--- config.mk ---
export PLATFORM = sky130hd
export DESIGN_NAME = qbus_slave_seq_flat
export DESIGN_NICKNAME = d
export VERILOG_FILES = /design/src/rtl/qbus_pkg.sv /design/src/rtl/qbus_slave_seq_if.sv /design/src/rtl/qbus_slave_seq_rply_timer.sv /design/src/rtl/qbus_slave_seq.sv /design/src/flat_wrapper.sv
export SDC_FILE = /design/constraint.sdc
export NUM_CORES = 1
export LEC_CHECK = 0
export ABC_AREA = 1
export ABC_CLOCK_PERIOD_IN_PS = 3500
export BUFFER_PORTS_ARGS = -buffer_cell sky130_fd_sc_hd__buf_2
export CORE_MARGIN = 10
export CORE_UTILIZATION = 52
export CTS_CLUSTER_DIAMETER = 200
export DETAILED_ROUTE_END_ITERATION = 8
export PLACE_DENSITY = 0.9
export SETUP_SLACK_MARGIN = 0.1
export SLEW_MARGIN = 10
export SYNTH_ARGS = -nofsm -noshare
export SYNTH_HDL_FRONTEND = slang
export SYNTH_SLANG_ARGS = --single-unit
--- constraint.sdc ---
create_clock -name clk -period 3.5 [get_ports clk]
set_input_delay 0.35 -clock clk [delete_from_list [all_inputs] [get_ports clk]]
set_output_delay 0.35 -clock clk [all_outputs]
set_load 0.1 [all_outputs]
--- src/rtl/qbus_pkg.sv ---
// Shared QBUS slave definitions: sequencer states, bus widths, default reply delay
// and the DATOB read-merge helper.
package qbus_pkg;

  localparam int DATA_W       = 16;
  localparam int ADDR_W       = 13;
  localparam int RPLY_DLY_DEF = 2;

  typedef enum logic [2:0] {
    IDLE,
    ADDR,
    SEL,
    IGNORE,
    READ,
    WRITE,
    HOLD
  } state_e;

  // Byte writes merge the addressed DAL byte into the current register word.
  function automatic logic [DATA_W-1:0] byte_merge(input logic [DATA_W-1:0] dal,
                                                    input logic [DATA_W-1:0] rdata,
                                                    input logic              byte_wr,
                                                    input logic              odd);
    if (!byte_wr) begin
      return dal;
    end else if (odd) begin
      return {dal[15:8], rdata[7:0]};
    end else begin
      return {rdata[15:8], dal[7:0]};
    end
  endfunction

endpackage

--- src/rtl/qbus_slave_seq_if.sv ---
// Bus bundle between the QBUS pin side, the slave sequencer and the internal
// register blocks. The slave modport is the sequencer's view.
interface qbus_slave_seq_if;
  import qbus_pkg::*;

  logic              bSYNC;
  logic              bDIN;
  logic              bDOUT;
  logic              bBS7;
  logic              bWTBT;
  logic [DATA_W-1:0] bDAL_in;
  logic [DATA_W-1:0] bDAL_out;
  logic              bDAL_oe;
  logic              bRPLY;
  logic [ADDR_W-1:0] iADDR;
  logic              iBS7;
  logic              iWTBT;
  logic              iADDR_MATCH;
  logic [DATA_W-1:0] iRDATA;
  logic [DATA_W-1:0] iWDATA;
  logic              iWRITE;

  modport slave (
    input  bSYNC, bDIN, bDOUT, bBS7, bWTBT, bDAL_in, iADDR_MATCH, iRDATA,
    output bDAL_out, bDAL_oe, bRPLY, iADDR, iBS7, iWTBT, iWDATA, iWRITE
  );

  modport master (
    output bSYNC, bDIN, bDOUT, bBS7, bWTBT, bDAL_in, iADDR_MATCH, iRDATA,
    input  bDAL_out, bDAL_oe, bRPLY, iADDR, iBS7, iWTBT, iWDATA, iWRITE
  );

endinterface

--- src/rtl/qbus_slave_seq_rply_timer.sv ---
// Data-phase delay counter: cleared outside the data phase, counts up and
// saturates at DLY; done marks the cycle in which RPLY may be raised.
module rply_timer #(
  parameter int DLY = 2
) (
  input  logic clk,
  input  logic reset,
  input  logic clr_i,
  output logic first_o,
  output logic done_o
);

  localparam int            CW      = $clog2(DLY + 1);
  localparam logic [CW-1:0] CNT_MAX = CW'(DLY);
  localparam logic [CW-1:0] DONE_AT = CW'(DLY - 1);

  logic [CW-1:0] cnt_q;

  always_ff @(posedge clk) begin
    if (reset || clr_i) begin
      cnt_q <= '0;
    end else if (cnt_q != CNT_MAX) begin
      cnt_q <= cnt_q + 1'b1;
    end
  end

  // done is flagged one count early so RPLY registers at data-phase start + DLY.
  assign first_o = (cnt_q == '0);
  assign done_o  = (cnt_q >= DONE_AT);

endmodule

--- src/rtl/qbus_slave_seq.sv ---
// QBUS slave cycle sequencer: latches the address phase, serves DATI/DATO/DATOB
// (byte writes as read-merge-write) and DATIO onto the internal register bus.
module qbus_slave_seq
  import qbus_pkg::*;
#(
  parameter int RPLY_DLY = RPLY_DLY_DEF
) (
  input logic                   clk,
  input logic                   reset,
  qbus_slave_seq_if.slave       bus
);

  state_e            state_q;
  logic [ADDR_W-1:0] addr_q;
  logic              odd_q;
  logic              bs7_q;
  logic              wtbt_q;
  logic [DATA_W-1:0] dout_q;
  logic              oe_q;
  logic              rply_q;
  logic [DATA_W-1:0] wdata_q;
  logic              write_q;
  logic              tmr_first;
  logic              tmr_done;
  logic              tmr_clr;
  logic              strobe_act;

  assign tmr_clr = (state_q != READ) && (state_q != WRITE);

  rply_timer #(
    .DLY (RPLY_DLY)
  ) u_rply_timer (
    .clk     (clk),
    .reset   (reset),
    .clr_i   (tmr_clr),
    .first_o (tmr_first),
    .done_o  (tmr_done)
  );

  // oe is only ever set by a read, so it tells HOLD which strobe to watch.
  assign strobe_act = oe_q ? bus.bDIN : bus.bDOUT;

  always_ff @(posedge clk) begin
    if (reset) begin
      state_q <= IDLE;
      addr_q  <= '0;
      odd_q   <= 1'b0;
      bs7_q   <= 1'b0;
      wtbt_q  <= 1'b0;
      dout_q  <= '0;
      oe_q    <= 1'b0;
      rply_q  <= 1'b0;
      wdata_q <= '0;
      write_q <= 1'b0;
    end else begin
      write_q <= 1'b0;
      if (!bus.bSYNC) begin
        state_q <= IDLE;
        oe_q    <= 1'b0;
        rply_q  <= 1'b0;
      end else begin
        unique case (state_q)
          IDLE: begin
            addr_q  <= {bus.bDAL_in[ADDR_W-1:1], 1'b0};
            odd_q   <= bus.bDAL_in[0];
            bs7_q   <= bus.bBS7;
            wtbt_q  <= bus.bWTBT;
            state_q <= ADDR;
          end
          ADDR: begin
            state_q <= bus.iADDR_MATCH ? SEL : IGNORE;
          end
          IGNORE: begin
            state_q <= IGNORE;
          end
          SEL: begin
            if (bus.bDIN) begin
              state_q <= READ;
            end else if (bus.bDOUT) begin
              state_q <= WRITE;
            end
          end
          READ: begin
            oe_q   <= 1'b1;
            dout_q <= bus.iRDATA;
            if (tmr_done) begin
              rply_q  <= 1'b1;
              state_q <= HOLD;
            end
          end
          WRITE: begin
            if (tmr_first) begin
              wdata_q <= byte_merge(bus.bDAL_in, bus.iRDATA, bus.bWTBT, odd_q);
              write_q <= 1'b1;
            end
            if (tmr_done) begin
              rply_q  <= 1'b1;
              state_q <= HOLD;
            end
          end
          HOLD: begin
            if (!strobe_act) begin
              rply_q  <= 1'b0;
              oe_q    <= 1'b0;
              state_q <= SEL;
            end
          end
          default: begin
            state_q <= IDLE;
          end
        endcase
      end
    end
  end

  assign bus.iADDR    = addr_q;
  assign bus.iBS7     = bs7_q;
  assign bus.iWTBT    = wtbt_q;
  assign bus.bDAL_out = dout_q;
  assign bus.bDAL_oe  = oe_q;
  assign bus.bRPLY    = rply_q;
  assign bus.iWDATA   = wdata_q;
  assign bus.iWRITE   = write_q;

endmodule

--- src/flat_wrapper.sv ---
// flat-port wrapper written by rule: the top's interface ports become plain ports
module qbus_slave_seq_flat import qbus_pkg::*;
#(
  parameter int RPLY_DLY = RPLY_DLY_DEF
)
  (clk, reset, bus_bSYNC, bus_bDIN, bus_bDOUT, bus_bBS7, bus_bWTBT, bus_bDAL_in, bus_iADDR_MATCH, bus_iRDATA, bus_bDAL_out, bus_bDAL_oe, bus_bRPLY, bus_iADDR, bus_iBS7, bus_iWTBT, bus_iWDATA, bus_iWRITE);
  qbus_slave_seq_if bus_i ();
  input logic clk;
  input logic reset;
  input wire logic [$bits(bus_i.bSYNC)-1:0] bus_bSYNC;
  input wire logic [$bits(bus_i.bDIN)-1:0] bus_bDIN;
  input wire logic [$bits(bus_i.bDOUT)-1:0] bus_bDOUT;
  input wire logic [$bits(bus_i.bBS7)-1:0] bus_bBS7;
  input wire logic [$bits(bus_i.bWTBT)-1:0] bus_bWTBT;
  input wire logic [$bits(bus_i.bDAL_in)-1:0] bus_bDAL_in;
  input wire logic [$bits(bus_i.iADDR_MATCH)-1:0] bus_iADDR_MATCH;
  input wire logic [$bits(bus_i.iRDATA)-1:0] bus_iRDATA;
  output wire logic [$bits(bus_i.bDAL_out)-1:0] bus_bDAL_out;
  output wire logic [$bits(bus_i.bDAL_oe)-1:0] bus_bDAL_oe;
  output wire logic [$bits(bus_i.bRPLY)-1:0] bus_bRPLY;
  output wire logic [$bits(bus_i.iADDR)-1:0] bus_iADDR;
  output wire logic [$bits(bus_i.iBS7)-1:0] bus_iBS7;
  output wire logic [$bits(bus_i.iWTBT)-1:0] bus_iWTBT;
  output wire logic [$bits(bus_i.iWDATA)-1:0] bus_iWDATA;
  output wire logic [$bits(bus_i.iWRITE)-1:0] bus_iWRITE;
  assign bus_i.bSYNC = bus_bSYNC;
  assign bus_i.bDIN = bus_bDIN;
  assign bus_i.bDOUT = bus_bDOUT;
  assign bus_i.bBS7 = bus_bBS7;
  assign bus_i.bWTBT = bus_bWTBT;
  assign bus_i.bDAL_in = bus_bDAL_in;
  assign bus_i.iADDR_MATCH = bus_iADDR_MATCH;
  assign bus_i.iRDATA = bus_iRDATA;
  assign bus_bDAL_out = bus_i.bDAL_out;
  assign bus_bDAL_oe = bus_i.bDAL_oe;
  assign bus_bRPLY = bus_i.bRPLY;
  assign bus_iADDR = bus_i.iADDR;
  assign bus_iBS7 = bus_i.iBS7;
  assign bus_iWTBT = bus_i.iWTBT;
  assign bus_iWDATA = bus_i.iWDATA;
  assign bus_iWRITE = bus_i.iWRITE;
  qbus_slave_seq #(.RPLY_DLY(RPLY_DLY)) u_core (.clk(clk), .reset(reset), .bus(bus_i));
endmodule
Word-level counts from Yosys, hierarchy flattened. Index checks and enable logic that the tools add are counted.

Register bits after elaboration: 55. Input bits: 40. Output and inout bits: 50.

Add/subtract/negate cells: 1. Magnitude comparators: 1. Equal/unequal tests: 12. Muxes and demuxes: 14. Bitwise operators: 2. Reductions and logical operators: 15.

Operators by type and width (count): 16-bit 2-to-1 mux (2); 3-bit case mux with 6 select lines (1); 3-bit 2-to-1 mux (4); 3-bit equality test (second input constant) (3); 3-bit inequality test (second input constant) (3); 3-bit AND reduction (3); 3-bit by 2-bit equality test with 1-bit output (second input constant) (2); 2-bit AND reduction (3); 1-bit 2-to-1 mux (5); 2-bit inequality test (second input constant) (2); 1-bit case mux with 2 select lines (2); 2-bit nonzero test (2); 2-bit OR reduction (2); 3-bit by 1-bit equality test with 1-bit output (second input constant) (1); 3-bit zero test (1); 3-bit OR reduction (1); 2-bit by 1-bit adder with 2-bit output (second input constant) (1); 2-bit by 1-bit greater-or-equal comparator with 1-bit output (second input constant) (1); 2-bit zero test (1); 2-bit by 1-bit inequality test with 1-bit output (second input constant) (1); 1-bit NOT (2); 1-bit logical AND (1); 1-bit logical OR (1).

Depth between registers and ports, before layout.
Depth after elaboration: 4. Depth in mapped cells: 8. Gate-level depth less buffers: 8.

By module. A second synthesis with hierarchy kept.

Cells, all modules: 332. Area total of the unflattened synthesis: 2376.0 um2.

Modules (own cells, without submodules): qbus_slave_seq (instances 1, cells each 313, area an instance 2243.4 um2); rply_timer (instances 1, cells each 19, area an instance 132.6 um2).

Least setup slack after synthesis. No wires, ideal clock.

Path type: reg2reg. From: register u_core.oe_q, in the netlist u_core.bus.bDAL_oe. To: register u_core.state_q[0]. Setup time: 0.070 ns. Data arrival time: 1.622 ns. Data required time: 3.430 ns. Setup slack: 1.808 ns. Stages on the path, launching flop included: 7. Path buffers: 0. Path through: dfxtp_1 -> inv_1 -> nand2_1 -> nand2_1 -> a21oi_1 -> nand3_1 -> a21oi_1.

Longest elaborated chain between the ends: 3.

Ends and longest elaborated chain: from (decl) (line qbus_slave_seq.sv:19) `logic oe_q;`; from (signal assigned) (line qbus_slave_seq.sv:51) `oe_q <= 1'b0;`; from (signal assigned) (line qbus_slave_seq.sv:59) `oe_q <= 1'b0;`; from (signal assigned) (line qbus_slave_seq.sv:84) `oe_q <= 1'b1;`; 1-bit 2-to-1 mux (line qbus_slave_seq.sv:41) `assign strobe_act = oe_q ? bus.bDIN : bus.bDOUT;`; 2-bit inequality test (no line); 3-bit AND reduction (no line); to (signal assigned) (line qbus_slave_seq.sv:71) `state_q <= bus.iADDR_MATCH ? SEL : IGNORE;`; to (decl) (line qbus_slave_seq.sv:13) `state_e state_q;`.

Every way passes these cells. A chain may end at the register's enable or synchronous reset.

Final worst setup path.
From: register u_core.u_rply_timer.cnt_q[0]. To: register u_core.wdata_q[10], in the netlist u_core.bus.iWDATA[10].

Longest elaborated chain between the ends: 2.

Ends and longest elaborated chain: from (decl) (line qbus_slave_seq_rply_timer.sv:17) `logic [CW-1:0] cnt_q;`; from (signal assigned) (line qbus_slave_seq_rply_timer.sv:23) `cnt_q <= cnt_q + 1'b1;`; 2-bit zero test (line qbus_slave_seq_rply_timer.sv:28) `assign first_o = (cnt_q == '0);`; named net u_core.tmr_first (line qbus_slave_seq.sv:23) `logic tmr_first;`; 3-bit AND reduction (no line); to (signal assigned) (line qbus_slave_seq.sv:93) `wdata_q <= byte_merge(bus.bDAL_in, bus.iRDATA, bus.bWTBT, odd_q);`; to (decl) (line qbus_slave_seq.sv:21) `logic [DATA_W-1:0] wdata_q;`.

The timed path passes the listed nets, and every way through them passes these cells.

==> impl_results.md <==
* Outcome: finished clean
* Slack of the worst reg-to-reg path at ~1.6 ns
* Num CTS Buffers at 5
* Total core area at 4320 µm²
* First-pass GRT wire length at approximately 10000 µm
* Fin area at 2800 µm²
* Cell Pwr Density at between 400 and 500 nW/µm²
* Die area at 7460 µm²
* GRT Util Overall at 0.162
* Area after detailed placement at ~2700 µm²
* Root Driver: clkbuf_8
* CP Cell Sequence: inv_1 > ha_1 > nand3_1 > nor2_2 > o21ai_0 > a31oi_1
* Clock group share of total power at 0.293
* Crit Path Max Fanout at 32
* CP Capture Type: flip-flop
* CP max stage delay at 0.72 ns
* Number of remaining DRC errors at 0
* Synth unique cells at 23
* RSZ-0062 raised after global routing: false
* Post-CTS Hold Fix Bufs at 0
* CTS tree: yes
* Crit Path Class: flip-flop to flip-flop
* Share of layout cells above drive strength 1 at 0.270
* CP Launch Type: flip-flop
* Design Power at roughly 1300 µW
* Sw frac at 0.324
* Switching Power at ~420 µW
* Final Non-Filler Cells at 433
* Avg Inst Size Synth at roughly 7.5 µm²
* Buffers on Ports at between 80 and 90
* Vias post-DR at between 2000 and 2500
* DRT Wirelength at between 6000 and 7000 µm
* CTS sink cnt at 55
* Pins Over Slew Limit at 0
* Syn Nets at 348
* YS warnings at 0
* Placed Cells at 425
* Fmax at approximately 0.53 GHz
* Vias in the first global route at between 2000 and 2500
* HP Class: input pin to flip-flop
* Seq cells post-synth at 55
* Combinational power share at 0.199
* Slew headroom at 0.395
* Setup TNS at 0 ns
* Top cell type's share of synthesized area at 0.480
* Clk_skew at 0.0169 ns
* H-tree depth at 2
* Leakage at 0.00132 µW
* Initial antenna violation count at 0
* Starting Density at 0.530
* Sequential area share after synthesis at 0.480
* P&R area growth vs syn at 22.2%
* Antenna viol nets, final at 0
* Worst-path clk slew at 0.10 ns
* Floorplan row count at 24
* Worst-Margin Slew at 0.906 ns
* Die Y-Extent at 86.4 µm
* Slowest CP cell: nor2_2
* Antenna cells at 0
* Global route overflow at 0
* Sequential power share at 0.508
* # resized after CTS at 0
* # setup viols final at 0
* Clk Latency, worst-skew pair at around 0.31 ns
* HPWL Detailed at slightly below 5000 µm
* Placer Congestion at approximately 0.97
* Worst IR Drop VDD at around 0.00023 V
* Final net count at between 400 and 500
* Final Hold Vio Count at 0
* Synth Cell Area at 2290 µm²
* WP data required at approximately 3.7 ns
* Internal at roughly 880 µW
* DRT iter0 DRCs at about 150
* Post-CTS setup buffer count at 0
* Largest net degree at the start of global routing at 34
* Chip width at 86.4 µm
* Critical path data arrival time at 2.12 ns
* Largest cells by area after synthesis: dfxtp_1 (48%), nand3_1 (9.2%), nand2_1 (8.7%), o21ai_0 (7.0%), nor2_1 (6.1%)
* Maximum clock insertion buffer count at 2
* Max cap viols at 0
* Routed WL per cell at 14.4 µm
* Pre-antenna DRT Iters at 5
* Post-route minimum period at approximately 1.9 ns
* Final period util at 0.540
* Post-Syn Instances at roughly 300
* Num ports at 90
* Dominant cell type by area after synthesis: dfxtp_1
* Vias per cell at between 5 and 6
-- metrics by stage --
step	utilization	setup slack [ns]	hold slack, ns
finish	0.648	1.61	0.304
global route	0.648	1.30	0.304
CTS	0.648	1.60	0.298
detailed placement	0.624	1.49	0.451
global placement	0.624	1.60	0.447
floorplan	-	1.81	0.479
-- synthesized netlist by cell type --
library cell / number
a31oi_1: 16
ha_1: 3
inv_2: 2
nand3_2: 1
xor2_1: 1
nor3_4: 1
o21ai_0: 32
conb_1: 1
nand4_1: 1
nor2_2: 1
nand2_2: 2
buf_2: 8
a21oi_1: 23
nand3_1: 42
dfxtp_1: 55
buf_4: 4
nor2_1: 37
inv_1: 12
mux2i_1: 1
nand2_1: 53
clkbuf_1: 6
clkinv_1: 1
buf_1: 2
-- routing by layer --
metal / wire length [µm] / GRT usage / vias to the layer above
met2: 2940 / 0.254 / 71
met3: 508 / 0.0535 / 10
met1: 2700 / 0.200 / 986
met4: 104 / 0.0619 / 0
li1: - / - / 1178
met5: 0 / 0 / -
-- cell families after synthesis --
| family | after synthesis | share of synthesized area |
|---|---|---|
| other | 1 | 0.00164 |
| buffers and inverters | 35 | 0.0682 |
| xor gates and xnor gates | 1 | 0.00382 |
| AOI/OAI and AO/OA | 71 | 0.164 |
| muxes | 1 | 0.00437 |
| and+or+nand+nor | 138 | 0.261 |
| adders and majority gates | 3 | 0.0164 |
| DFF | 55 | 0.480 |
-- flip-flops by register name, indices dropped and copies added (netlist names) --
name                       count
u_core.bus.bDAL_oe             1
u_core.bus.bDAL_out           16
u_core.bus.bRPLY               1
u_core.bus.iADDR              12
u_core.bus.iBS7                1
u_core.bus.iWDATA             16
u_core.bus.iWRITE              1
u_core.bus.iWTBT               1
u_core.odd_q                   1
u_core.state_q                 3
u_core.u_rply_timer.cnt_q      2
-- worst paths after layout --
path,from,end,cells after the start
setup / recovery,u_core.u_rply_timer.cnt_q[0],u_core.bus.iWDATA[10],6
hold / removal,bus_bDAL_in[13],u_core.bus.iWDATA[13],3
setup reg to reg,u_core.u_rply_timer.cnt_q[0],u_core.bus.iWDATA[10],6
hold reg to reg,u_core.bus.bDAL_out[11],u_core.bus.bDAL_out[11],2
-- critical path: cells and delay by family (launching register included) --
kind / cells / cell delay (ns)
AND/OR/NAND/NOR: 2 / 0.83
buffers and inverters: 1 / 0.12
AO/OA/AOI/OAI: 2 / 0.36
adder cells (fa/ha/maj): 1 / 0.16
flip-flops: 1 / 0.33
-- power by group through the flow --
| stage | combinational (µW) | sequential (µW) | clock, µW |
|---|---|---|---|
| 3_5_place_dp | 258 | 674 | 0 |
| 6_report | 258 | 660 | 381 |
| 4_1_cts | 259 | 660 | 390 |
| 5_1_grt | 278 | 663 | 416 |
| 3_3_place_gp | 256 | 673 | 0 |
| 2_1_floorplan | 85.8 | 792 | 0 |
-- final cells by class --
cell class              instances  area [µm²]
clock buffers                   7        96.3
clock inverters                 1        7.51
fillers                       400        1520
inverters                      15        56.3
multi-input cells             215        1030
flip-flops and latches         55        1100
well taps                      52        65.1
repair buffers                 88         440
-- placed cells by master (no fill, tap or decap), drive strengths merged --
master,n
a21oi,23
a31oi,16
buf,88
clkbuf,7
clkinv,1
clkinvlp,1
conb,1
dfxtp,55
ha,3
inv,14
mux2i,1
nand2,55
nand3,43
nand4,1
nor2,38
nor3,1
o21ai,32
xor2,1
Power figures use the tool's default switching activity.
